### config.mk
export PLATFORM = sky130hd
export DESIGN_NAME = gpio_serial_cmd_rx
export DESIGN_NICKNAME = d
export VERILOG_FILES = /design/src/rtl/gpio_serial_cmd_rx.sv
export SDC_FILE = /design/constraint.sdc
export NUM_CORES = 1
export LEC_CHECK = 0
export ABC_AREA = 1
export CAP_MARGIN = 20
export CORE_AREA = 2 2 100 83
export CTS_CLUSTER_DIAMETER = 200
export CTS_CLUSTER_SIZE = 14
export DETAILED_ROUTE_END_ITERATION = 8
export DIE_AREA = 0 0 102 85
export PLACE_DENSITY_LB_ADDON = 0.2
export RECOVER_POWER = 50
export SLEW_MARGIN = 20
export SYNTH_ARGS = -nofsm -noshare
export SYNTH_HDL_FRONTEND = slang
export SYNTH_SLANG_ARGS = --single-unit
### constraint.sdc
create_clock -name CLK -period 2.41 [get_ports CLK]
set_input_delay 0.6025 -clock CLK [delete_from_list [all_inputs] [get_ports CLK]]
set_output_delay 0.6025 -clock CLK [all_outputs]
set_load 0.01 [all_outputs]
### src/rtl/gpio_serial_cmd_rx.sv
// ============================================================================
// Module      : gpio_serial_cmd_rx
// Description : Mode-0 serial frame receiver that turns each 8-bit command
//               (header / reserved / addr / value) into one GPIO write strobe.
// Revision    : 1.0 - initial release
// ============================================================================
`default_nettype none

module gpio_serial_cmd_rx #(
   parameter int         SYNC_STAGES    = 2,
   parameter logic [2:0] HEADER         = 3'b101,
   parameter int         TIMEOUT_CYCLES = 1024
) (
   input  logic       CLK,
   input  logic       RST,
   input  logic       SCLK,
   input  logic       MOSI,
   input  logic       SS_N,
   output logic [1:0] Addr,
   output logic       Value,
   output logic       CS,
   output logic       Err,
   output logic       Busy,
   output logic [7:0] FrameCnt
);

   localparam int                 c_TMR_W   = (TIMEOUT_CYCLES > 1) ? $clog2(TIMEOUT_CYCLES) : 1;
   localparam logic [c_TMR_W-1:0] c_TMR_MAX = c_TMR_W'(TIMEOUT_CYCLES - 1);

   typedef enum logic [1:0] {
      S_IDLE  = 2'd0,
      S_SHIFT = 2'd1,
      S_CHECK = 2'd2,
      S_WAIT  = 2'd3
   } state_t;

   logic [SYNC_STAGES-1:0] r_sclk_sync;
   logic [SYNC_STAGES-1:0] r_mosi_sync;
   logic [SYNC_STAGES-1:0] r_ss_sync;
   logic                   r_sclk_d;

   state_t               r_state, w_state_nxt;
   logic [7:0]           r_shift, w_shift_nxt;
   logic [3:0]           r_bitcnt, w_bitcnt_nxt;
   logic [c_TMR_W-1:0]   r_timer, w_timer_nxt;
   logic                 w_cs_set, w_err_set;

   logic [1:0]           r_addr;
   logic                 r_value;
   logic                 r_cs;
   logic                 r_err;
   logic [7:0]           r_frame_cnt;

   logic                 w_sclk_s, w_mosi_s, w_ss_s;
   logic                 w_sclk_rise;
   logic                 w_last_bit;

   assign w_sclk_s    = r_sclk_sync[SYNC_STAGES-1];
   assign w_mosi_s    = r_mosi_sync[SYNC_STAGES-1];
   assign w_ss_s      = r_ss_sync[SYNC_STAGES-1];
   assign w_sclk_rise = w_sclk_s & ~r_sclk_d;
   // The 8th edge wins over a simultaneous deselect so the frame still counts.
   assign w_last_bit  = w_sclk_rise && (r_bitcnt == 4'd7);

   always_ff @(posedge CLK) begin
      if (RST) begin
         r_sclk_sync <= '0;
         r_mosi_sync <= '0;
         r_ss_sync   <= '1;
         r_sclk_d    <= 1'b0;
      end else begin
         r_sclk_sync <= {r_sclk_sync[SYNC_STAGES-2:0], SCLK};
         r_mosi_sync <= {r_mosi_sync[SYNC_STAGES-2:0], MOSI};
         r_ss_sync   <= {r_ss_sync[SYNC_STAGES-2:0], SS_N};
         r_sclk_d    <= w_sclk_s;
      end
   end

   always_comb begin
      w_state_nxt  = r_state;
      w_shift_nxt  = r_shift;
      w_bitcnt_nxt = r_bitcnt;
      w_timer_nxt  = r_timer;
      w_cs_set     = 1'b0;
      w_err_set    = 1'b0;
      case (r_state)
         S_IDLE: begin
            if (!w_ss_s) begin
               w_state_nxt  = S_SHIFT;
               w_bitcnt_nxt = '0;
               w_timer_nxt  = '0;
            end
         end
         S_SHIFT: begin
            if (w_ss_s && !w_last_bit) begin
               w_err_set   = 1'b1;
               w_state_nxt = S_IDLE;
            end else if (r_timer == c_TMR_MAX) begin
               w_err_set   = 1'b1;
               w_state_nxt = S_WAIT;
            end else if (w_sclk_rise) begin
               w_shift_nxt  = {r_shift[6:0], w_mosi_s};
               w_bitcnt_nxt = r_bitcnt + 4'd1;
               w_timer_nxt  = '0;
               if (w_last_bit) begin
                  w_state_nxt = S_CHECK;
               end
            end else begin
               w_timer_nxt = r_timer + c_TMR_W'(1);
            end
         end
         S_CHECK: begin
            if (r_shift[7:5] == HEADER) begin
               w_cs_set = 1'b1;
            end else begin
               w_err_set = 1'b1;
            end
            w_state_nxt = S_WAIT;
         end
         S_WAIT: begin
            if (w_ss_s) begin
               w_state_nxt = S_IDLE;
            end
         end
         default: begin
            w_state_nxt = S_IDLE;
         end
      endcase
   end

   always_ff @(posedge CLK) begin
      if (RST) begin
         r_state     <= S_IDLE;
         r_shift     <= '0;
         r_bitcnt    <= '0;
         r_timer     <= '0;
         r_addr      <= '0;
         r_value     <= 1'b0;
         r_cs        <= 1'b0;
         r_err       <= 1'b0;
         r_frame_cnt <= '0;
      end else begin
         r_state  <= w_state_nxt;
         r_shift  <= w_shift_nxt;
         r_bitcnt <= w_bitcnt_nxt;
         r_timer  <= w_timer_nxt;
         r_cs     <= w_cs_set;
         r_err    <= w_err_set;
         if (w_cs_set) begin
            r_addr      <= r_shift[2:1];
            r_value     <= r_shift[0];
            r_frame_cnt <= r_frame_cnt + 8'd1;
         end
      end
   end

   assign Addr     = r_addr;
   assign Value    = r_value;
   assign CS       = r_cs;
   assign Err      = r_err;
   assign FrameCnt = r_frame_cnt;
   assign Busy     = (r_state != S_IDLE);

endmodule

`default_nettype wire

== Yosys cells after proc, flatten, opt, wreduce, memory -nomap -nowiden ==
Index checks and enable logic that the tools add are counted.

* Logic and storage cells: 66
* Input port bits: 5
* Output and inout bits: 14
* Register bits after elaboration: 44

* Add/subtract/negate cells: 3
* Reductions and logical operators: 10
* Multiplexer cells: 23
* Eq/ne operators: 13
* Bitwise operators: 4

{| class="wikitable"
|+ Operators with widths
! cell !! number
|-
| $mux 10 || 4
|-
| $pmux 10 s2 || 1
|-
| $mux 4 || 4
|-
| $mux 2 || 6
|-
| $reduce_and 4->1 || 3
|-
| $add 10x1->10 const B || 1
|-
| $eq 10x10->1 const B || 1
|-
| $ne 2x2->1 const B || 5
|-
| $add 8x1->8 const B || 1
|-
| $ne 4x4->1 const B || 2
|-
| $pmux 2 s4 || 1
|-
| $pmux 4 s2 || 1
|-
| $mux 1 || 5
|-
| $reduce_and 5->1 || 1
|-
| $add 4x1->4 const B || 1
|-
| $eq 2x2->1 const B || 2
|-
| $eq 4x3->1 const B || 1
|-
| $reduce_bool 2->1 || 2
|-
| $eq 3x3->1 const B || 1
|-
| $not 1->1 || 3
|-
| $eq 2x1->1 const B || 1
|-
| $logic_and 1x1->1 || 2
|-
| $logic_not 2->1 || 1
|-
| $pmux 1 s2 || 1
|-
| 2 further kinds || 2
|}

== Logic depth before layout (Yosys ltp) ==
* Depth after elaboration: 8
* Depth in mapped cells: 11
* Depth with buffers taken out: 11

== Least setup slack after synthesis ==
OpenSTA, ideal clock, no wires.

* Path type: register to register
* Start: register r_state[0]
* End: register r_frame_cnt[6], in the netlist FrameCnt[6]
* Data required time: 2.294 ns
* Setup time: 0.116 ns
* Clock period less this slack: 1.529 ns
* Arrival time: 1.413 ns
* Stages on the path, launching flop included: 10
* Path slack: 0.881 ns
* Buffers on the path: 0
* Cells stage by stage: dfxtp_1 inv_1 ha_1 nand4_4 inv_2 nand3_1 nor2_1 nand3_1 o21ai_0 nor2_1

* Word-level cells in the longest chain between the ends: 2

{| class="wikitable"
|+ Ends and longest elaborated chain
! item !! line !! RTL
|-
| start, declared || 42 || <nowiki>state_t r_state, w_state_nxt;</nowiki>
|-
| start signal, assigned || 143 || <nowiki>r_state <= w_state_nxt;</nowiki>
|-
| $eq 2x2->1 || 86 || <nowiki>case (r_state)</nowiki>
|-
| $mux 1 || 86 ||
|-
| end signal, assigned || 152 || <nowiki>r_frame_cnt <= r_frame_cnt + 8'd1;</nowiki>
|-
| end, declared || 52 || <nowiki>logic [7:0] r_frame_cnt;</nowiki>
|}

No other way between the ends.
A chain may end at the register's enable or synchronous reset.

== Worst setup path after layout ==
* Start: register r_state[0]
* End: output port Busy

* Word-level cells in the longest chain between the ends: 1

{| class="wikitable"
|+ Ends and longest elaborated chain
! item !! line !! RTL
|-
| $reduce_bool 2->1 || 162 || <nowiki>assign Busy = (r_state != S_IDLE);</nowiki>
|-
| end, declared || 23 || <nowiki>output logic Busy,</nowiki>
|}

No other way between the ends.

==> metrics.cfg <==
[power]
power_leakage_uw = 0.00100
p_per_area_mw_per_mm2 = 784
finalPower_uw = 2060
ir_drop_v = 0.000321

[worst_setup_path]
required_ps = 1810
path_max_fanout = 6
critPathLaunchType = flip-flop
critPathArrivalTime_ps = 1660
crit_type = flip-flop to output port
endpoint_kind = output port

[die]
die_x_um = 102
core_mm2 = 0.00769
initial_utilization_pct = 29.1
rows = 29
design.portCount = 19
dieArea_mm2 = 0.00867
die_h_um = 85

[routing]
num_vias = 1927
postRouteAntennaNets = 0
drtIter0Drc = 78
via_per_inst = 4.40
drc = 0
wire_per_inst_um = 10.6
drt-total-wl_mm = 4.63
first_pass_iters = 4

[sta]
fin_crit_sh_pct = 93.7
setup_tns_ps = 0
rsz0062_at_grt = false
tightestPinTransition_ps = 788
max_freq_mhz = 443
setup_viol = 0
finalWorstSetupSlack_ps = 151
clock_skew_ps = 6.83
finalCriticalPeriod_ps = 2260
slew_viol_final = 0
hold_violations = 0
relSlewSlack_pct = 47.5

[layout]
syn2layout_area_growth_pct = 17.6
mostFrequentLayoutCell = nand2_1
num_antenna_cells = 0
drive_gt1_share_pct = 12.1
layout.nets = 342
fin_area_mm2 = 0.00263
fin_util_pct = 34.2
final_cell_mix = 69 x nand2_1, 44 x dfxtp_1, 39 x inv_1

[logic_synthesis]
netlist-cell-type-count = 32
ys.flop_type = dfxtp_1
ys_seq_area_share_pct = 39.4
synth_warnings = 0
syn_nets = 323
postSynthCellCount = 310
synth_top_cell_area_share_pct = 39.4
synth_edf_count = 0
synth.area.top_cells = dfxtp_1 39%, nand2_1 11%, nand3_1 7.4%, inv_1 6.4%, nor2_1 5.7%
synth_seq_cells = 44
async_reset_ff_share_pct = 0
avgSynthCellArea_um2 = 7.22
syn_area_mm2 = 0.00224
yosys.area.top_type = dfxtp_1

[global_route]
grt_first_pass_wirelength_mm = 8.23
grt_pass1_vias = 1827
gr-total-overflow = 0
grt_max_degree = 33
antenna_found_initial = 0
grt_util_all_layers_pct = 11.8

[place]
dpl_cell_area_mm2 = 0.00252
gp_congestion = 0.878
portBuffers = 18
place_ws_ps = 469
dpl.hpwl_mm = 3.25

[clock_network]
cts.reportedPaths.clkPinSlew_ps = 80
clockRootBuffer = clkbuf_8
cts_resized = 0
cts_max_path_buffers = 2
post_cts_buffers = 0
tritoncts = yes
clkLatencyLatePin_ps = 290
cts_hold_buf = 0
htree_levels = 2
clock-sinks = 44
numCtsBuffers = 5

[job]
cap_viol_max_count = 0

[outcome]
outcome = completed

[worst_hold_path]
min_path_type = flip-flop to flip-flop

==> where the power goes <==
part	switching (uW)	leakage [uW]	internal (uW)	total, uW
clock	258	0.0000645	366	624
sequential	50.4	0.000356	769	819
combinational	415	0.000582	205	620
total	723	0.00100	1340	2060
==> cell type report <==
cell class | count | area [um^2]
tap | 108 | 135
sequential | 44 | 881
fill | 858 | 5060
timing repair buffer | 21 | 200
inverter | 40 | 150
multi-input combinational | 217 | 1140
clock buffer | 7 | 96.3
clock inverter | 1 | 30.0
==> critical path: stages (launching register included) <==
cell and delay (ps):
dfxtp_1 440, inv_1 110, ha_1 220, inv_1 70, clkdlybuf4s50_1 530
==> registers in the layout (all words and copies together), names as in the netlist, named ones only <==
name,cells
r_bitcnt,4
r_sclk_d,1
CS,1
Value,1
r_timer,10
Addr,2
r_state,1
r_mosi_sync,2
r_shift,8
Err,1
r_ss_sync,2
FrameCnt,8
r_sclk_sync,2
==> layer usage <==
layer	up-vias	part of all wire, %	routed length [um]	global-route usage [%]
met5	-	0	0	0
met4	0	0.65	30	3.52
met3	2	3.5	164	2.72
met2	31	45	2070	19.1
met1	864	51	2360	15.8
li1	1030	-	-	-
==> synthesized netlist by cell type (3+ instances only) <==
| cell type | count |
|---|---|
| nand2_1 | 67 |
| dfxtp_1 | 44 |
| inv_1 | 38 |
| nor2_1 | 34 |
| nand3_1 | 33 |
| a21oi_1 | 20 |
| a21oi_2 | 9 |
| o21ai_0 | 9 |
| ha_1 | 8 |
| nand2_2 | 7 |
| nand4_1 | 6 |
| nor2_2 | 4 |
| clkbuf_1 | 3 |
| or2_2 | 3 |
==> final timing paths <==
check	end	slack, ps	cells after the start	startpoint
worst max-delay path	Busy	150	4	r_state[0]
worst min-delay path	r_mosi_sync[1]	410	2	r_mosi_sync[0]
worst max register to register	FrameCnt[6]	520	9	r_state[0]
worst min register to register	r_mosi_sync[1]	410	2	r_mosi_sync[0]
==> per-stage QoR <==
step	hold slack, ps	cells
after global routing	432	438
after floorplan	388	310
final	406	438
after CTS	408	438
after detailed placement	396	430
after global placement	389	430
==> cells by family (layout without fill, tap and decap cells) <==
group                    count (synthesis)  count (layout)  share of synthesized area, %
buffers and inverters                   49              69                          9.56
AO/OA/AOI/OAI                           45              45                          12.2
AND/OR/NAND/NOR                        164             164                          34.4
adder cells (fa/ha/maj)                  8               8                          4.47
flip-flops                              44              44                          39.4
Power figures use the tool's default switching activity.
